`src/rtl/arb_req_pkg.sv`:
```
// Shared types and default constants for the arbiter request client.
// The optional wait-timeout path is enabled with the ARB_REQ_TIMEOUT_EN macro.
package arb_req_pkg;

    typedef enum logic [1:0] {
        ST_IDLE = 2'd0,
        ST_WAIT = 2'd1,
        ST_XFER = 2'd2,
        ST_GAP  = 2'd3
    } state_e;

    localparam int LEN_W_DEF       = 4;
    localparam int GAP_CYC_DEF     = 2;
    localparam int TIMEOUT_CYC_DEF = 15;

    // req is driven high exactly while a job is outstanding.
    function automatic logic is_req_state(input state_e s);
        return (s == ST_WAIT) || (s == ST_XFER);
    endfunction

endpackage

```
`src/rtl/arb_req_gap_timer.sv`:
```
// Loadable down-counter shared by the GAP countdown and the first-grant wait timeout.
// Decrements only when enabled and saturates at zero.
module arb_req_gap_timer #(
    parameter int W = 4
) (
    input  logic         clock,
    input  logic         reset,
    input  logic         load,
    input  logic         dec,
    input  logic [W-1:0] cnt,
    output logic         zero
);

    logic [W-1:0] cnt_q;
    logic [W-1:0] cnt_d;

    always_comb begin
        cnt_d = cnt_q;
        if (load) begin
            cnt_d = cnt;
        end else if (dec && (cnt_q != '0)) begin
            cnt_d = cnt_q - W'(1);
        end
    end

    always_ff @(posedge clock or negedge reset) begin
        if (!reset) begin
            cnt_q <= '0;
        end else begin
            cnt_q <= cnt_d;
        end
    end

    assign zero = (cnt_q == '0);

endmodule

```
`src/rtl/arb_req_client.sv`:
```
// Client side of the req/gnt arbiter handshake: holds req until a job's beats are granted,
// then enforces an idle gap. ARB_REQ_TIMEOUT_EN builds the first-grant timeout path.
module arb_req_client
    import arb_req_pkg::*;
#(
    parameter int LEN_W       = LEN_W_DEF,
    parameter int GAP_CYC     = GAP_CYC_DEF,
    parameter int TIMEOUT_CYC = TIMEOUT_CYC_DEF
) (
    input  logic             clock,
    input  logic             reset,
    input  logic             job_valid,
    input  logic [LEN_W-1:0] job_len,
    output logic             job_ready,
    output logic             req,
    input  logic             gnt,
    output logic             xfer_active,
    output logic             done,
    output logic             timeout,
    output logic             busy,
    output logic [1:0]       state_dbg
);

    // Handshake: a beat is any rising edge with req=1 and gnt=1; gnt with req=0 is ignored.
    localparam int TMR_MAX = (GAP_CYC > TIMEOUT_CYC) ? GAP_CYC : TIMEOUT_CYC;
    localparam int TMR_W   = $clog2(TMR_MAX + 1);
    localparam logic [TMR_W-1:0] GAP_LOAD = TMR_W'(GAP_CYC - 1);
    localparam logic [TMR_W-1:0] TO_LOAD  = TMR_W'(TIMEOUT_CYC - 1);

    state_e           state_q, state_d;
    logic [LEN_W-1:0] beat_cnt_q, beat_cnt_d;
    logic             req_q, req_d;
    logic             done_q, done_d;
    logic             timeout_q, timeout_d;

    logic             tmr_load;
    logic             tmr_dec;
    logic [TMR_W-1:0] tmr_cnt;
    logic             tmr_zero;

    logic             beat;
    logic             last_beat;
    logic             wait_expired;

    assign beat      = req_q & gnt;
    assign last_beat = beat && (beat_cnt_q == LEN_W'(1));

`ifdef ARB_REQ_TIMEOUT_EN
    assign wait_expired = (state_q == ST_WAIT) && !gnt && tmr_zero;
`else
    assign wait_expired = 1'b0;
`endif

    arb_req_gap_timer #(.W(TMR_W)) u_timer (
        .clock (clock),
        .reset (reset),
        .load  (tmr_load),
        .dec   (tmr_dec),
        .cnt   (tmr_cnt),
        .zero  (tmr_zero)
    );

    always_ff @(posedge clock or negedge reset) begin
        if (!reset) begin
            state_q    <= ST_IDLE;
            beat_cnt_q <= '0;
            req_q      <= 1'b0;
            done_q     <= 1'b0;
            timeout_q  <= 1'b0;
        end else begin
            state_q    <= state_d;
            beat_cnt_q <= beat_cnt_d;
            req_q      <= req_d;
            done_q     <= done_d;
            timeout_q  <= timeout_d;
        end
    end

    always_comb begin
        state_d    = state_q;
        beat_cnt_d = beat_cnt_q;
        tmr_load   = 1'b0;
        tmr_dec    = 1'b0;
        tmr_cnt    = '0;
        case (state_q)
            ST_IDLE: begin
                if (job_valid) begin
                    state_d    = ST_WAIT;
                    beat_cnt_d = (job_len == '0) ? LEN_W'(1) : job_len;
                    tmr_load   = 1'b1;
                    tmr_cnt    = TO_LOAD;
                end
            end
            ST_WAIT: begin
                if (beat) begin
                    beat_cnt_d = beat_cnt_q - LEN_W'(1);
                    if (last_beat) begin
                        state_d  = ST_GAP;
                        tmr_load = 1'b1;
                        tmr_cnt  = GAP_LOAD;
                    end else begin
                        state_d = ST_XFER;
                    end
                end else if (wait_expired) begin
                    // Abandon the job: discard remaining beats and take the normal gap.
                    state_d    = ST_GAP;
                    beat_cnt_d = '0;
                    tmr_load   = 1'b1;
                    tmr_cnt    = GAP_LOAD;
                end else begin
                    tmr_dec = !gnt;
                end
            end
            ST_XFER: begin
                if (beat) begin
                    beat_cnt_d = beat_cnt_q - LEN_W'(1);
                    if (last_beat) begin
                        state_d  = ST_GAP;
                        tmr_load = 1'b1;
                        tmr_cnt  = GAP_LOAD;
                    end
                end
            end
            ST_GAP: begin
                if (tmr_zero) begin
                    state_d = ST_IDLE;
                end else begin
                    tmr_dec = 1'b1;
                end
            end
            default: state_d = ST_IDLE;
        endcase
    end

    always_comb begin
        req_d     = is_req_state(state_d);
        done_d    = last_beat;
        timeout_d = wait_expired;
    end

    assign req         = req_q;
    assign done        = done_q;
    assign timeout     = timeout_q;
    assign xfer_active = req_q & gnt;
    assign job_ready   = (state_q == ST_IDLE);
    assign busy        = (state_q != ST_IDLE);
    assign state_dbg   = state_q;

endmodule

```
`config.mk`:
```
export PLATFORM = sky130hd
export DESIGN_NAME = arb_req_client
export DESIGN_NICKNAME = d
export VERILOG_FILES = /design/src/rtl/arb_req_pkg.sv /design/src/rtl/arb_req_gap_timer.sv /design/src/rtl/arb_req_client.sv
export SDC_FILE = /design/constraint.sdc
export NUM_CORES = 1
export LEC_CHECK = 0
export BUFFER_PORTS_ARGS = -buffer_cell sky130_fd_sc_hd__buf_4
export CAP_MARGIN = 40
export CORE_UTILIZATION = 47
export CTS_CLUSTER_SIZE = 20
export DETAILED_ROUTE_END_ITERATION = 10
export PLACE_DENSITY = 0.69
export REMOVE_ABC_BUFFERS = 1
export SLEW_MARGIN = 20
export SYNTH_ARGS = -nofsm -noshare
export SYNTH_HDL_FRONTEND = slang
export SYNTH_SLANG_ARGS = --single-unit
```
`constraint.sdc`:
```
create_clock -name clock -period 1.7 [get_ports clock]
set_input_delay 0.34 -clock clock [delete_from_list [all_inputs] [get_ports clock]]
set_output_delay 0.34 -clock clock [all_outputs]
set_load 0.005 [all_outputs]
```
==> flow_summary.ini <==
[status]
status = finished, violations left
violations = setup timing

[detailed_routing]
wl_met3_um = 57
drc = 0
routed.top_layer = met3
first_pass_iters = 4
via_count = 694
drt-met1-wl_um = 711
finalWirelength_um = 1680
met2WireLength_um = 915
wl_per_cell_um = 13.3
via_per_inst = 5.46
drtAntennaViolNets = 0
drt_iter0_drc = 18

[global_routing]
grt_overflow_total = 0
grt_max_degree = 13
grt_pass1_wl_um = 2580
first_global_vias = 617
antenna_found_initial = 0
globalRouteTotalUtil_pct = 18.6

[floorplanning]
fp.dieW_um = 43.0
ios = 16
initial_core_util_pct = 51.3
die_h_um = 43.0
fp.dieArea_mm2 = 0.00185
core_mm2 = 0.00154
placementRows = 14

[sta]
finalHoldViolations = 0
timing.final.ws_setup_ns = -0.00799
hold_slack_ns = 0.333
fmax_mhz = 585
post-route-min-period_ns = 1.71
maxSlewViolCount = 0
rsz0062_at_grt = true
period_share_pct = 100
setup_viol = 1
tns_ns = -0.00799
fin_skew_ns = 0.00957

[clock_network]
root_buffer = clkbuf_4
clk_pin_slew_worst_paths_ns = 0.08
clk-insertion-delay-late_ns = 0.27
clock-sinks = 12
cts_buffers = 3
cts_tree = done
cts_htree_levels = 1
max-clock-path-buffers = 2

[worst_setup_path]
cp.required_ns = 1.85
end_kind = flip-flop
crit_type = flip-flop to flip-flop
start_kind = flip-flop
arrival_ns = 1.86
path_max_fanout = 3
reg2regPathDepth = 7

[logic_synthesis]
yosys-top-cells-area = dfrtp_1 (38%), ha_1 (11%), inv_1 (5.2%)
yosys_warnings = 0
synth_top_cell_by_area = dfrtp_1
synth_top_cell_area_share_pct = 38.0
yosysUniqueCellTypes = 36
ys_seq_area_share_pct = 38.0
synth_seq_cells = 12
syn-cell-area_um2 = 791
synth_cells = 82
syn_area_per_cell_um2 = 9.64

[power]
ir_worst_vdd_mv = 1.10
power_density_mw_per_mm2 = 1840
total_power_uw = 2020
leakage_uw = 0.000538

[layout]
layout_commonest_cell = buf_4
area_growth_pct = 38.9
layout-drive-gt1-share_pct = 45.0
fin_nets = 127
fill_cells = 116
diodes = 0
final_core_util_pct = 71.3
layout_common_cells = buf_4 (26), dfrtp_1 (11), inv_1 (10)

[flow_run]
maxCapViolCount = 0

[placed_design]
numPortBuffers = 14
hpwl_um = 1160
gp_congestion = 0.926

[worst_hold_path]
min_path_cells = 3
hold_path_class = input port to flip-flop
[stage by stage]
stage	instance area, µm²	std cells	worst slack (ns)
2_1_floorplan	779	80	0.00195
3_3_place_gp	935	114	0.00322
3_5_place_dp	935	114	-0.00241
4_1_cts	991	120	0.00490
5_1_grt	1100	127	-0.0464
6_report	1100	127	-0.00799
[final timing paths]
kind	slack, ns	to	from
setup / recovery	-0.008	u_timer.cnt_q[3]$_DFFE_PN0P_	u_timer.cnt_q[1]$_DFFE_PN0P_
hold / removal	0.33	beat_cnt_q[0]$_DFFE_PN0P_	job_len[0]
min in group asynchronous	0.43	beat_cnt_q[0]$_DFFE_PN0P_	reset
setup reg to reg	-0.008	u_timer.cnt_q[3]$_DFFE_PN0P_	u_timer.cnt_q[1]$_DFFE_PN0P_
max in group asynchronous	1.09	state_dbg[0]$_DFF_PN0_	reset
hold reg to reg	0.53	done$_DFF_PN0_	beat_cnt_q[3]$_DFFE_PN0P_
[synthesized netlist by cell type, drive strengths merged]
library cell  count
o21ai             8
nor4b             1
o311ai            1
a211oi            1
nor4              1
nor2              1
or4               1
ha                7
nor2b             1
buf               1
mux2i             1
o21bai            1
o22ai             2
nand3             4
or2               1
a22oi             1
o21ba             1
conb              1
xor2              2
nand2             4
nand3b            1
nand2b            1
and2b             1
or3               1
o211ai            2
dfrtp            12
a21oi             4
clkbuf            1
nor3              4
a31o              1
nor3b             1
a221oi            1
inv              11
[final cells by class]
cell class | count | area, µm² | area share (%)
Clock buffer | 4 | 36.3 | 3.30
Inverter | 11 | 41.3 | 3.76
Multi-Input combinational cell | 57 | 494 | 45.0
Sequential cell | 12 | 302 | 27.4
Tap cell | 16 | 20.0 | 1.82
Timing Repair Buffer | 27 | 205 | 18.7
[flip-flops by register name, indices dropped and copies added, names as in the netlist]
name,cells
beat_cnt_q,4
u_timer.cnt_q,4
state_dbg,2
done,1
req,1
[layer usage]
metal,global-route usage (%),vias to the layer above
li1,-,348
met1,22.7,332
met2,32.7,14
met5,0,-
met3,6.38,0
met4,1.82,0
[what timing repair did]
| action | CTS | global route |
|---|---|---|
| endpoints found under the setup margin | 4 | 5 |
| pin swaps | 0 | 3 |
| endpoints found under the hold margin | 12 | 0 |
| hold buffers | 1 | 0 |
| setup buffers | 1 | 7 |
| resized for setup | 1 | 14 |
| gates cloned | 0 | 0 |
[cell families (layout without fill, tap and decap cells)]
group | count (synthesis) | after routing | share of synthesized area (%)
XOR/XNOR | 2 | 2 | 2.22
AND/OR/NAND/NOR | 23 | 23 | 18.7
flip-flops | 12 | 12 | 38.0
multiplexers | 1 | 1 | 1.27
other | 1 | 1 | 0.474
AO/OA/AOI/OAI | 23 | 23 | 21.7
buffers and inverters | 13 | 42 | 6.65
adder cells (fa/ha/maj) | 7 | 7 | 11.1
[power by group]
| group | switching, µW | total, µW | internal (µW) |
|---|---|---|---|
| sequential | 137 | 557 | 419 |
| combinational | 570 | 1240 | 667 |
| clock | 92.5 | 223 | 130 |
| total | 800 | 2020 | 1220 |
[worst max-delay path, stage by stage (launching register included)]
cell and delay [ns]:
dfrtp_1 0.38, inv_1 0.06, ha_2 0.17, nor3b_4 0.15, o21bai_4 0.18, or4_4 0.50, nand3_2 0.07, o211ai_1 0.09
(Power assumes the default switching activity.)
